### src/rtl/mc_controller_pkg.sv
// Shared types and encodings for the multicycle RISC-V control unit.
// Holds the FSM state enum, opcode constants and every datapath select encoding.
package mc_controller_pkg;

  typedef enum logic [3:0] {
    S_FETCH    = 4'd0,
    S_DECODE   = 4'd1,
    S_MEMADR   = 4'd2,
    S_MEMREAD  = 4'd3,
    S_MEMWB    = 4'd4,
    S_MEMWRITE = 4'd5,
    S_EXECUTER = 4'd6,
    S_EXECUTEI = 4'd7,
    S_ALUWB    = 4'd8,
    S_BEQ      = 4'd9,
    S_JAL      = 4'd10
  } state_t;

  localparam logic [6:0] OP_LW    = 7'b0000011;
  localparam logic [6:0] OP_SW    = 7'b0100011;
  localparam logic [6:0] OP_RTYPE = 7'b0110011;
  localparam logic [6:0] OP_ITYPE = 7'b0010011;
  localparam logic [6:0] OP_JAL   = 7'b1101111;
  localparam logic [6:0] OP_BEQ   = 7'b1100011;

  typedef enum logic [1:0] {
    ALUOP_ADD   = 2'b00,
    ALUOP_SUB   = 2'b01,
    ALUOP_FUNCT = 2'b10
  } alu_op_t;

  typedef enum logic [2:0] {
    ALU_ADD = 3'b000,
    ALU_SUB = 3'b001,
    ALU_AND = 3'b010,
    ALU_OR  = 3'b011,
    ALU_SLT = 3'b101
  } alu_ctrl_t;

  typedef enum logic [1:0] {
    RES_ALUOUT    = 2'b00,
    RES_DATA      = 2'b01,
    RES_ALURESULT = 2'b10
  } result_src_t;

  typedef enum logic [1:0] {
    SRCA_PC    = 2'b00,
    SRCA_OLDPC = 2'b01,
    SRCA_REG   = 2'b10
  } alu_src_a_t;

  typedef enum logic [1:0] {
    SRCB_REG  = 2'b00,
    SRCB_IMM  = 2'b01,
    SRCB_FOUR = 2'b10
  } alu_src_b_t;

  typedef enum logic [1:0] {
    IMM_I = 2'b00,
    IMM_S = 2'b01,
    IMM_B = 2'b10,
    IMM_J = 2'b11
  } imm_src_t;

  function automatic imm_src_t imm_src_for(input logic [6:0] opcode);
    imm_src_t imm;
    case (opcode)
      OP_SW:   imm = IMM_S;
      OP_BEQ:  imm = IMM_B;
      OP_JAL:  imm = IMM_J;
      default: imm = IMM_I;
    endcase
    return imm;
  endfunction

endpackage

### src/rtl/mc_controller_alu_decoder.sv
// Combinational ALU operation decode from the FSM's ALUOp plus instruction fields.
module alu_decoder
  import mc_controller_pkg::*;
(
  input  logic [1:0] alu_op,
  input  logic [2:0] funct3,
  input  logic       op5,
  input  logic       funct7b5,
  output logic [2:0] alu_control
);

  always_comb begin
    alu_control = ALU_ADD;
    case (alu_op)
      ALUOP_SUB: alu_control = ALU_SUB;
      ALUOP_FUNCT: begin
        case (funct3)
          // Only R-type with funct7[5] set is a subtract; addi with a negative imm is still add.
          3'b000:  alu_control = (op5 & funct7b5) ? ALU_SUB : ALU_ADD;
          3'b010:  alu_control = ALU_SLT;
          3'b110:  alu_control = ALU_OR;
          3'b111:  alu_control = ALU_AND;
          default: alu_control = ALU_ADD;
        endcase
      end
      default: alu_control = ALU_ADD;
    endcase
  end

endmodule

### src/rtl/mc_controller.sv
// Moore-FSM control unit for a multicycle RISC-V datapath (lw/sw/R/I/beq/jal).
// Write enables are gated while reset_n is low so no architectural state changes in reset.
module mc_controller
  import mc_controller_pkg::*;
(
  input  logic       clk,
  input  logic       reset_n,
  input  logic [6:0] op,
  input  logic [2:0] funct3,
  input  logic       funct7b5,
  input  logic       Zero,
  output logic       PCWrite,
  output logic       AdrSrc,
  output logic       MemWrite,
  output logic       IRWrite,
  output logic       RegWrite,
  output logic [1:0] ResultSrc,
  output logic [1:0] ALUSrcA,
  output logic [1:0] ALUSrcB,
  output logic [2:0] ALUControl,
  output logic [1:0] ImmSrc,
  output logic [3:0] state_o
);

  state_t      state_q;
  state_t      state_d;
  alu_op_t     alu_op;
  result_src_t result_src;
  alu_src_a_t  alu_src_a;
  alu_src_b_t  alu_src_b;
  logic        adr_src;
  logic        ir_write_raw;
  logic        mem_write_raw;
  logic        reg_write_raw;
  logic        pc_update;
  logic        branch;

  always_ff @(posedge clk or negedge reset_n) begin
    if (!reset_n) begin
      state_q <= S_FETCH;
    end else begin
      state_q <= state_d;
    end
  end

  always_comb begin
    state_d       = S_FETCH;
    adr_src       = 1'b0;
    ir_write_raw  = 1'b0;
    mem_write_raw = 1'b0;
    reg_write_raw = 1'b0;
    result_src    = RES_ALUOUT;
    alu_src_a     = SRCA_PC;
    alu_src_b     = SRCB_REG;
    alu_op        = ALUOP_ADD;
    pc_update     = 1'b0;
    branch        = 1'b0;
    case (state_q)
      S_FETCH: begin
        ir_write_raw = 1'b1;
        alu_src_b    = SRCB_FOUR;
        result_src   = RES_ALURESULT;
        pc_update    = 1'b1;
        state_d      = S_DECODE;
      end
      S_DECODE: begin
        // OldPC + imm is computed here so beq has its target ready in ALUOut.
        alu_src_a = SRCA_OLDPC;
        alu_src_b = SRCB_IMM;
        case (op)
          OP_LW, OP_SW: state_d = S_MEMADR;
          OP_RTYPE:     state_d = S_EXECUTER;
          OP_ITYPE:     state_d = S_EXECUTEI;
          OP_JAL:       state_d = S_JAL;
          OP_BEQ:       state_d = S_BEQ;
          default:      state_d = S_FETCH;
        endcase
      end
      S_MEMADR: begin
        alu_src_a = SRCA_REG;
        alu_src_b = SRCB_IMM;
        state_d   = (op == OP_LW) ? S_MEMREAD : S_MEMWRITE;
      end
      S_MEMREAD: begin
        adr_src = 1'b1;
        state_d = S_MEMWB;
      end
      S_MEMWB: begin
        result_src    = RES_DATA;
        reg_write_raw = 1'b1;
        state_d       = S_FETCH;
      end
      S_MEMWRITE: begin
        adr_src       = 1'b1;
        mem_write_raw = 1'b1;
        state_d       = S_FETCH;
      end
      S_EXECUTER: begin
        alu_src_a = SRCA_REG;
        alu_src_b = SRCB_REG;
        alu_op    = ALUOP_FUNCT;
        state_d   = S_ALUWB;
      end
      S_EXECUTEI: begin
        alu_src_a = SRCA_REG;
        alu_src_b = SRCB_IMM;
        alu_op    = ALUOP_FUNCT;
        state_d   = S_ALUWB;
      end
      S_ALUWB: begin
        reg_write_raw = 1'b1;
        state_d       = S_FETCH;
      end
      S_BEQ: begin
        alu_src_a = SRCA_REG;
        alu_src_b = SRCB_REG;
        alu_op    = ALUOP_SUB;
        branch    = 1'b1;
        state_d   = S_FETCH;
      end
      S_JAL: begin
        // Link value OldPC+4 lands in ALUOut while PC takes the jump target.
        alu_src_a = SRCA_OLDPC;
        alu_src_b = SRCB_FOUR;
        pc_update = 1'b1;
        state_d   = S_ALUWB;
      end
      default: state_d = S_FETCH;
    endcase
  end

  alu_decoder u_alu_decoder (
    .alu_op      (alu_op),
    .funct3      (funct3),
    .op5         (op[5]),
    .funct7b5    (funct7b5),
    .alu_control (ALUControl)
  );

  assign PCWrite   = reset_n & (pc_update | (branch & Zero));
  assign IRWrite   = reset_n & ir_write_raw;
  assign RegWrite  = reset_n & reg_write_raw;
  assign MemWrite  = reset_n & mem_write_raw;
  assign AdrSrc    = adr_src;
  assign ResultSrc = result_src;
  assign ALUSrcA   = alu_src_a;
  assign ALUSrcB   = alu_src_b;
  assign ImmSrc    = imm_src_for(op);
  assign state_o   = state_q;

endmodule
### config.mk
export PLATFORM = sky130hd
export DESIGN_NAME = mc_controller
export DESIGN_NICKNAME = d
export VERILOG_FILES = /design/src/rtl/mc_controller_pkg.sv /design/src/rtl/mc_controller_alu_decoder.sv /design/src/rtl/mc_controller.sv
export SDC_FILE = /design/constraint.sdc
export NUM_CORES = 1
export LEC_CHECK = 0
export CAP_MARGIN = 20
export CELL_PAD_IN_SITES_DETAIL_PLACEMENT = 1
export CELL_PAD_IN_SITES_GLOBAL_PLACEMENT = 1
export CORE_ASPECT_RATIO = 0.75
export CORE_MARGIN = 5
export CORE_UTILIZATION = 21
export CTS_CLUSTER_SIZE = 10
export DETAILED_ROUTE_END_ITERATION = 6
export GPL_ROUTABILITY_DRIVEN = 0
export PLACE_DENSITY_LB_ADDON = 0.1
export SKIP_LAST_GASP = 1
export SYNTH_ARGS = -nofsm -noshare
export SYNTH_HDL_FRONTEND = slang
export SYNTH_SLANG_ARGS = --single-unit
### constraint.sdc
create_clock -name clk -period 1.57 [get_ports clk]
set_input_delay 0.314 -clock clk [delete_from_list [all_inputs] [get_ports clk]]
set_output_delay 0.314 -clock clk [all_outputs]
set_load 0.1 [all_outputs]
==> results of run 1 <==
-- kinds of logic after synthesis --
group / Yosys count
AND/OR/NAND/NOR: 38
buffers and inverters: 12
XOR/XNOR: 2
flip-flops: 4
adder cells (fa/ha/maj): 2
AO/OA/AOI/OAI: 17
-- metrics by stage --
step | cell area (um2) | worst slack (ns)
floorplan | 752.0 | -0.9672
global placement | 1480 | -0.3522
detailed placement | 1480 | -0.4223
CTS | 1672 | -0.5977
-- repair_timing --
| item | CTS |
|---|---|
| cloned | 0 |
| buffers inserted | 6 |
| pin swaps | 18 |
| gates resized for setup | 54 |
| endpoints found under the setup margin | 18 |
==> results.md, run 1 <==
- The floorplan step set the die height to 53.53 um.
- The total number of yosys warnings is 0.
- Including well taps, the total number of placed cells is 166.
- The post-synthesis compound-gate area fraction is 0.2406.
- Buffers inserted to repair hold after CTS numbered 0.
- The worst endpoint type is a primary output.
- The average cell area after synthesis is 7.073 um2.
- The adder-cell share of the synthesized area is 0.04717.
- The sequential cell area fraction in the yosys report is 0.1887.
- By area, the combinational part of the netlist is dominated by simple AND/OR/NAND/NOR gates.
- Of the total synthesized cell area, the portion taken by AND, OR, NAND and NOR gates is 0.3939.
- The H-tree level count is 1.
- The initialized floorplan defines 15 standard-cell rows.
- For this design, the sink count on the clock tree is 4.
- The synthesized design spends more area on one cell type than any other, namely sky130_fd_sc_hd__dfrtp_1.
- The x dimension of the die is 68.04 um.
- After global-route timing repair, the worst endpoint was ALUControl[1].
- 34 I/O pins were placed.
- After synthesis, the cell types taking the most area are sky130_fd_sc_hd__dfrtp_1 19%, sky130_fd_sc_hd__nor3_1 7.5%, sky130_fd_sc_hd__inv_1 5.0%.
- In this run the clock root is driven by a sky130_fd_sc_hd__clkbuf_4.
- The maximum number of pins on one net before global-route repair is 13.
- The most instantiated flip-flop cell in the synthesis netlist is sky130_fd_sc_hd__dfrtp_1.
- The first error in the log reads "[ERROR DPL-0033] detailed placement checks failed during check placement".
- The number of enable-type register cells in the synthesized netlist is 0.
- Synthesis handed over a netlist of 75 instances.
- Of the post-synthesis cell area, the dominant cell type holds 0.1887.
- No sink is reached through more buffers than the 2 on the longest clock path.
- Once detailed placement completed, the half-perimeter wirelength came to 2.262 mm.
- Yosys mapped the design onto 31 distinct sky130hd cell types.
- The post-synthesis register bit count is 4.
- The most frequent cell after synthesis is sky130_fd_sc_hd__nor3_1.
- In this run the cell area of the synthesized design comes to 530.5 um2.
- The number of antenna violations at the first check in global routing is 0.
- The number of nets in the synthesized netlist is 91.
- Port buffering added 33 buffers.
- For this configuration, the core starts out at a cell density of 0.2243.
- The flow did not finish.
- Buffers inserted during clock tree synthesis total 3.
- For this run, asynchronously set or reset flops after synthesis account for 1.000.
- It got as far as global routing and failed there.
- The commonest cells after synthesis are 8 x sky130_fd_sc_hd__nor3_1, 7 x sky130_fd_sc_hd__inv_1, 6 x sky130_fd_sc_hd__nand2_1.
- The portion of synthesized area spent on multiplexers is 0.
- The share of the synthesized netlist area taken by xor and xnor gates is 0.03302.
==> run 2: changes to the inputs <==
Settings changed: CELL_PAD_IN_SITES_DETAIL_PLACEMENT 1 to not set, CELL_PAD_IN_SITES_GLOBAL_PLACEMENT 1 to not set, CORE_AREA set to 5 5 66 68, CORE_ASPECT_RATIO 0.75 to not set, CORE_MARGIN 5 to not set, CORE_UTILIZATION 21 to not set, CTS_CLUSTER_SIZE 10 to not set, DIE_AREA set to 0 0 71 73, PLACE_DENSITY_LB_ADDON 0.1 to 0.15.
Clock period 1.57 ns to 2 ns, I/O delays scaled along.
==> run 2 against run 1 <==
The flow now finishes, with violations (negative setup slack). Synthesized cell count stayed put. Synthesized area unchanged.
==> results.md, run 2 <==
- The flow ran to the end, but the final reports show violations.
- The checks that failed: negative setup slack.
- The deepest clock path buffer count is 2 (unchanged).
- The die covers approximately 5200 um2.
- Setup violations remaining at the end of the flow were counted as 4.
- The number of placed cells counting well taps is 175 (+5.4%).
- The share of post-route cells with drive strength above 1 is 0.7143.
- The count of mapped cells out of synthesis is 75 (unchanged).
- Derived from the worst setup path, the maximum achievable clock frequency is 462.2 MHz.
- The worst path setup slack after routing is -0.1635 ns.
- The post-synthesis register bit count is 4 (unchanged).
- The detail route stage leaves a number of antenna-violating nets equal to 0.
- The remaining design rule violation count is 0.
- STA puts the critical path data required time at 1.60 ns.
- Of all nets on the critical path, the largest fanout is 3.
- The instance area after placement is 1440 um2 (-2.7%).
- 0 antenna diodes ended up in the layout.
- The share of the synthesized netlist area taken by xor and xnor gates is 0.03302 (unchanged).
- The signal on the critical path passes through nand2b_4 -> or2_4 -> inv_2 -> ha_4 -> nor3b_4 -> buf_12.
- In the synthesized netlist the dominant register cell turns out to be sky130_fd_sc_hd__dfrtp_1.
- Yosys attributes the largest share of cell area to sky130_fd_sc_hd__dfrtp_1 19%, sky130_fd_sc_hd__nor3_1 7.5%, sky130_fd_sc_hd__inv_1 5.0%.
- The proportion of register bits with asynchronous set or reset after synthesis was 1.000 (unchanged).
- The sequential cell area fraction in the yosys report is 0.1887 (unchanged).
- The number of distinct standard cells referenced by the synthesized netlist was 31 (unchanged).
- The post-synthesis simple-gate area fraction is 0.3939 (unchanged).
- The number of enable-type register cells in the synthesized netlist came to 0 (unchanged).
- The critical path start-end classification is flip-flop to output port.
- The flip-flop count of the largest register, all copies and words added is 4.
- The synthesized design spends more area on one cell type than any other, namely sky130_fd_sc_hd__dfrtp_1.
- The area of the mapped netlist was 530.5 um2 (unchanged).
- The leakage power of the design is 0.6448 nW.
- The class of the tightest hold or removal check is input pin to asynchronous set/reset pin.
- The clock-pin transition on the worst setup and hold timing paths is 0.03 ns.
- The H-tree level count was 1 (unchanged).
- The shortest clock period the worst path allows after layout is 2.164 ns.
- The most frequent cell after synthesis is sky130_fd_sc_hd__nor3_1.
- The core area is roughly 3800 um2.
- Clock skew on the completed layout was measured at 0.005237 ns.
- The clock tree from TritonCTS is yes.
- The area growth from synthesis to layout is 213.4%.
- Among all stages on the critical path, the largest delay is contributed by sky130_fd_sc_hd__dfrtp_4.
- The x dimension of the die came to 71 um (+4.4%).
- The post-synthesis compound-gate area fraction is 0.2406 (unchanged).
- The aggregate global routing overflow is 0.
- The number of clock buffers inserted by TritonCTS is 3 (unchanged).
- The average cell area after synthesis is 7.073 um2 (unchanged).
- In this run the tightest slew margin relative to its limit is 0.8096.
- The number of nets in the synthesized netlist is 91 (unchanged).
- After the first detailed-routing iteration, the DRC count stood at 27.
- After synthesis, the most frequently instantiated cells are 8 x sky130_fd_sc_hd__nor3_1, 7 x sky130_fd_sc_hd__inv_1, 6 x sky130_fd_sc_hd__nand2_1.
- The top-area cell type share of the netlist area is 0.1887 (unchanged).
- The post-DP HPWL is 1.858 mm (-18%).
- The initial standard-cell utilization of the core is 0.1397 (-0.08468).
- The number of antenna violations at the first check in global routing is 0.
- The number of nets at the end of the flow is 151.
- Once layout is done, the placed cells without fillers occupy approximately 1700 um2.
- Overall power consumption after layout is estimated at 0.001455 W.
- The worst setup path is launched from a flip-flop.
- The number of sinks driven by the clock tree is 4 (unchanged).
- The later pin in the worst-skew pair is clocked with a latency of ~0.22 ns.
- The top cell types in the final layout, fill and taps aside, are 24 x sky130_fd_sc_hd__buf_4, 23 x sky130_fd_sc_hd__buf_12, 7 x sky130_fd_sc_hd__clkdlybuf4s50_1, 6 x sky130_fd_sc_hd__dlygate4sd2_1.
- The number of vias in the routed layout is roughly 790.
- The floorplan row count is 23 (+8).
- The number of primary I/O pins is 34 (unchanged).
- The portion of netlist area occupied by mux cells is 0 (unchanged).
- The first TritonRoute pass finished after 4 iterations.
- For the worst setup path, the data arrival time is 1.76 ns.
- Across the run, the number of max-cap violations was 0.
- After synthesis, the largest family of logic cells by area is simple AND/OR/NAND/NOR gates.
- In the routed layout, each cell is associated on average with a via count of 4.290.
- The final wirelength is about 2.2 mm.
- The largest vdd supply drop is 0.3257 mV.
- The die extent in y was 73 um (+36%).
- STA classifies the critical path endpoint as an output port.
- The number of hold violations in the final report is 0.
- The tree is rooted in a sky130_fd_sc_hd__clkbuf_8.
- The average wire length per cell after detail routing is 12.21 um.
- Setup repair after global routing could not meet its margin everywhere.
- The overall track demand over capacity in global routing is 0.08987.
- The slew of the pin with the lowest slew margin is about 0.28 ns.
- The adder-cell share of the synthesized area was 0.04717 (unchanged).
- In the finished design, the share of the clock period the worst path needs comes to 1.082.
- The quantity of I/O buffers inserted on ports is 33 (unchanged).
- The max-slew violation count was 0.
- The via count of the first global-routing pass is 791.
- The first global-routing pass estimated 3.705 mm of wire.
- The total number of yosys warnings was 0 (unchanged).
- The delay of the slowest cell on the worst path is 0.46 ns.
- Power spread over the standard cell area amounts to 875.3 nW/um2.
- The maximum number of pins on one net before global-route repair is 9.
- The library cell used most frequently in the layout, excluding fill and tap cells, is sky130_fd_sc_hd__buf_4.
- After the flow finishes, the layout carries non-filler instances totaling 183.
==> run 2: logic make-up (layout without fill, tap and decap cells) <==
family,after synthesis,count (layout)
buffers and inverters,12,70
XOR/XNOR,2,2
AO/OA/AOI/OAI,17,17
AND/OR/NAND/NOR,38,38
adder cells (fa/ha/maj),2,2
flip-flops,4,4
==> run 2: worst paths after layout <==
check	start	to	slack (ns)	depth (start not counted)
max in group asynchronous	reset_n	state_o[3]	1.30	2
worst min-delay path	reset_n	state_o[2]	0.58	2
min in group clk	state_o[0]	state_o[0]	0.69	2
worst max register to register	state_o[2]	state_o[2]	0.28	7
worst min register to register	state_o[0]	state_o[0]	0.69	2
worst max-delay path	state_o[2]	ALUControl[1]	-0.16	6
==> run 2: routing by layer <==
metal,track usage,vias up,share of wire
li1,-,384,-
met1,0.09934,348,0.38
met2,0.1637,42,0.52
met3,0.01377,11,0.061
met4,0.05010,0,0.037
met5,0,-,0
==> run 2: per-stage QoR <==
stage | hold slack (ns) | setup WS (ns) | utilization | TNS, ns
3_5_place_dp | 0.6880 | -0.1491 | 0.3791 | -0.2626
6_report | 0.5810 | -0.1635 | 0.4377 | -0.3699
2_1_floorplan | 0.1044 | -0.6232 | - | -5.044
4_1_cts | 0.5899 | -0.2014 | 0.4318 | -0.5208
5_1_grt | 0.6063 | -0.2151 | 0.4377 | -0.6813
3_3_place_gp | 0.6801 | -0.09970 | 0.3791 | -0.2282
==> run 2: cell type report <==
cell class | count | area, um2
clock buffer | 3 | 41.29
fill | 384 | 2136
inverter | 7 | 26.28
multi-input combinational | 59 | 654.4
sequential | 4 | 115.1
tap | 50 | 62.56
timing repair buffer | 60 | 763.2
==> run 2: critical path, delay by kind of cell, from the launching register on <==
family,cells,cell delay (ns)
flip-flops,1,0.46
AND/OR/NAND/NOR,3,0.61
buffers and inverters,2,0.26
adder cells (fa/ha/maj),1,0.20
==> run 2: power by group <==
part | leakage (nW) | total, W | switching (W) | internal, W
clock network | 0.0216 | 0.000172 | 0.0000439 | 0.000128
logic | 0.577 | 0.00117 | 0.000730 | 0.000438
registers | 0.0464 | 0.000115 | 0.0000156 | 0.0000997
total | 0.645 | 0.00146 | 0.000789 | 0.000666
==> run 2: timing repair <==
item | in CTS | in global routing
hold buffers | 0 | 0
pin swaps | 15 | 7
setup buffers | 5 | 0
setup endpoints to repair | 10 | 9
resized for setup | 27 | 6
Note: power is estimated with default switching activity, not from simulation.
==> run 3: changes to the inputs <==
Settings changed: CAP_MARGIN 20 to 0, MAX_ROUTING_LAYER set to met4.
==> run 3 against run 2 <==
The flow still finishes with violations (negative setup slack). Fmax barely moved. Largest power group unchanged. Largest cell class unchanged. Total power hardly changed. Via count shrank 0.25%. Sequential power about the same. Combinational power about the same. Highest routed layer unchanged. Non-clock buffer count is the same.
==> results.md, run 3 (synthesized netlist as in run 2, its figures left out) <==
- The flow ran to the end, but the final reports show violations.
- The final reports fail on negative setup slack.
- The number of vias per cell after detailed routing is 4.279 (-0.25%).
- The power spent charging and discharging nets is 0.0007889 W (about the same).
- The hold buffer count at cts is 0 (unchanged).
- The data required time at the worst endpoint is 1.60 ns (about the same).
- The number of sinks driven by the clock tree was 4 (unchanged).
- The met1 layer wirelength in the final routing is 847 um (-0.35%).
- The number of primary I/O pins came to 34 (unchanged).
- The share of total power in sequential cells came to 0.079 (about the same).
- The quantity of I/O buffers inserted on ports is 33 (unchanged).
- The detailed router's first-iteration violation count is 21 (-22%).
- The fraction of power consumed by combinational cells is 0.802 (about the same).
- The met2 layer wire length in the routed design was 1.172 mm (+0.60%).
- The average wire length per cell after detail routing was 12.19 um (-0.22%).
- The category of the worst setup path capture point is an output port.
- The clock tree from TritonCTS is yes.
- The number of optimization iterations in the first detailed-route pass is 4 (unchanged).
- The number of placed cells counting well taps is 175 (unchanged).
- The total power divided by cell area is 875.0 nW/um2 (about the same).
- The max-slew violation count is 0 (unchanged).
- The signed area change from the synthesized netlist to the final layout was 213.4% (unchanged).
- The number of clock buffers inserted by TritonCTS is 3 (unchanged).
- The highest routed metal layer is met4.
- The number of nets at the end of the flow is 151 (unchanged).
- The x dimension of the die came to 71 um (unchanged).
- The final core area utilization is 0.4377 (unchanged).
- The clock-pin transition on the worst setup and hold timing paths was 0.03 ns (about the same).
- The buffer cell driving the clock tree root is sky130_fd_sc_hd__clkbuf_8.
- The remaining design rule violation count is 0 (unchanged).
- The via count of the first global-routing pass came to 791 (unchanged).
- The core area is 3799 um2 (unchanged).
- The number of fill cells is 384 (unchanged).
- The fmax is 462.2 MHz (about the same).
- The total power is 0.001455 W (about the same).
- The cell internal power dissipation is 0.0006660 W (about the same).
- The number of hold violations in the final report is 0 (unchanged).
- The first-pass GRT wire length is 3.705 mm (unchanged).
- The net switching share of the total power is 0.5422 (about the same).
- The clock latency on the worst-skew pair is 0.22 ns (about the same).
- Setup repair after global routing could not meet its margin everywhere.
- The deepest clock path buffer count came to 2 (unchanged).
- The initial standard-cell utilization of the core was 0.1397 (unchanged).
- The critical path start-end classification is flip-flop to output port.
- The overall die area is 5183 um2 (unchanged).
- The class of the tightest hold or removal check is input pin to asynchronous set/reset pin.
- The worst path setup slack after routing is -0.1636 ns (-0.00003900 ns).
- The largest vdd supply drop is 0.3256 mV (about the same).
- Leaving out fill and tap cells, the most frequent cell in the layout is sky130_fd_sc_hd__buf_4.
- The share of the cycle needed by the critical path after routing was 1.082 (about the same).
- The final wirelength is 2.230 mm (-0.22%).
- The maximum fanout count along the critical path is 3 (unchanged).
- The number of setup violations in the final report is 4 (unchanged).
- The number of antenna violations at the first check in global routing is 0 (unchanged).
- The final setup TNS is -0.3697 ns (+0.0002540 ns).
- The aggregate global routing overflow is 0 (unchanged).
- The share of post-route cells with drive strength above 1 was 0.7143 (unchanged).
- The routed wire length on met3 is 128 um (-5.9%).
- The final cell count without fillers was 183 (unchanged).
- The slew of the pin with the lowest slew margin is 0.2840 ns (-0.0005111 ns).
- The post-DP HPWL is 1.858 mm (unchanged).
- The worst hold slack is 0.5810 ns (unchanged).
- The leakage power of the design was 0.6448 nW (unchanged).
- The flip-flop count of the largest register, all copies and words added was 4 (unchanged).
- The arrival time reported for the critical path endpoint came to 1.76 ns (about the same).
- The worst relative slew slack was 0.8100 (about the same).
- The floorplan row count is 23 (unchanged).
- The number of antenna cells inserted is 0 (unchanged).
- The number of max-cap violations was 0 (unchanged).
- The maximum number of pins on one net before global-route repair is 9 (unchanged).
- The H-tree level count is 1 (unchanged).
- The shortest clock period the worst path allows after layout is 2.164 ns (+0.00003900 ns).
- The overall track demand over capacity in global routing is 0.09249 (+0.002629).
- The number of vias in the routed layout is 783 (-0.25%).
- The number of routed nets with antenna violations is 0 (unchanged).
- The clock network power share came to 0.118 (about the same).
- The top cell types in the final layout, fill and taps aside, are 24 x sky130_fd_sc_hd__buf_4, 23 x sky130_fd_sc_hd__buf_12, 7 x sky130_fd_sc_hd__clkdlybuf4s50_1, 6 x sky130_fd_sc_hd__dlygate4sd2_1.
- The worst setup path is launched from a flip-flop.
- The die extent in y is 73 um (unchanged).
- The largest clock skew in the final design is 0.005237 ns (unchanged).
-- run 3: critical path, stage by stage (launching register included) --
cell,delay (ns)
sky130_fd_sc_hd__dfrtp_4,0.46
sky130_fd_sc_hd__nand2b_4,0.14
sky130_fd_sc_hd__or2_4,0.26
sky130_fd_sc_hd__inv_2,0.06
sky130_fd_sc_hd__ha_4,0.20
sky130_fd_sc_hd__nor3b_4,0.21
sky130_fd_sc_hd__buf_12,0.20
-- run 3: final timing paths --
| kind | startpoint | endpoint | slack [ns] | cells past startpoint |
|---|---|---|---|---|
| max reg2reg | state_o[2] | state_o[2] | 0.28 | 7 |
| max in group asynchronous | reset_n | state_o[3] | 1.30 | 2 |
| min reg2reg | state_o[0] | state_o[0] | 0.69 | 2 |
| min in group clk | state_o[0] | state_o[0] | 0.69 | 2 |
| min | reset_n | state_o[2] | 0.58 | 2 |
| max | state_o[2] | ALUControl[1] | -0.16 | 6 |
-- run 3: area by class of cell --
| type | count | area, um2 | share of cell area |
|---|---|---|---|
| Clock buffer | 3 | 41.29 | 0.02483 |
| Inverter | 7 | 26.28 | 0.01580 |
| Multi-Input combinational cell | 59 | 654.4 | 0.3935 |
| Sequential cell | 4 | 115.1 | 0.06922 |
| Tap cell | 50 | 62.56 | 0.03762 |
| Timing Repair Buffer | 60 | 763.2 | 0.4590 |
-- run 3: power groups by stage --
| stage | registers (W) | clock network, W | logic, W |
|---|---|---|---|
| after floorplan | 0.000199 | 0 | 0.000618 |
| after global placement | 0.000116 | 0 | 0.00113 |
| after detailed placement | 0.000116 | 0 | 0.00113 |
| after CTS | 0.000115 | 0.000179 | 0.00118 |
| after global routing | 0.000118 | 0.000184 | 0.00122 |
| final | 0.000115 | 0.000172 | 0.00117 |
-- run 3: routing by layer --
layer  vias up  track usage
li1        385            -
met1       345       0.1010
met2        42       0.1637
met3        11      0.01102
met4         0      0.05010
met5         -            -
-- run 3: timing repair --
| action | CTS | global route |
|---|---|---|
| gates resized for setup | 27 | 6 |
| setup buffers | 5 | 0 |
| endpoints found under the setup margin | 10 | 9 |
| pin swaps | 15 | 7 |
-- run 3: through the flow --
| step | setup slack [ns] | instance area (um2) |
|---|---|---|
| 3_3_place_gp | -0.09970 | 1440 |
| 2_1_floorplan | -0.6232 | 744.5 |
| 4_1_cts | -0.2014 | 1640 |
| 5_1_grt | -0.2151 | 1663 |
| 3_5_place_dp | -0.1491 | 1440 |
| 6_report | -0.1636 | 1663 |
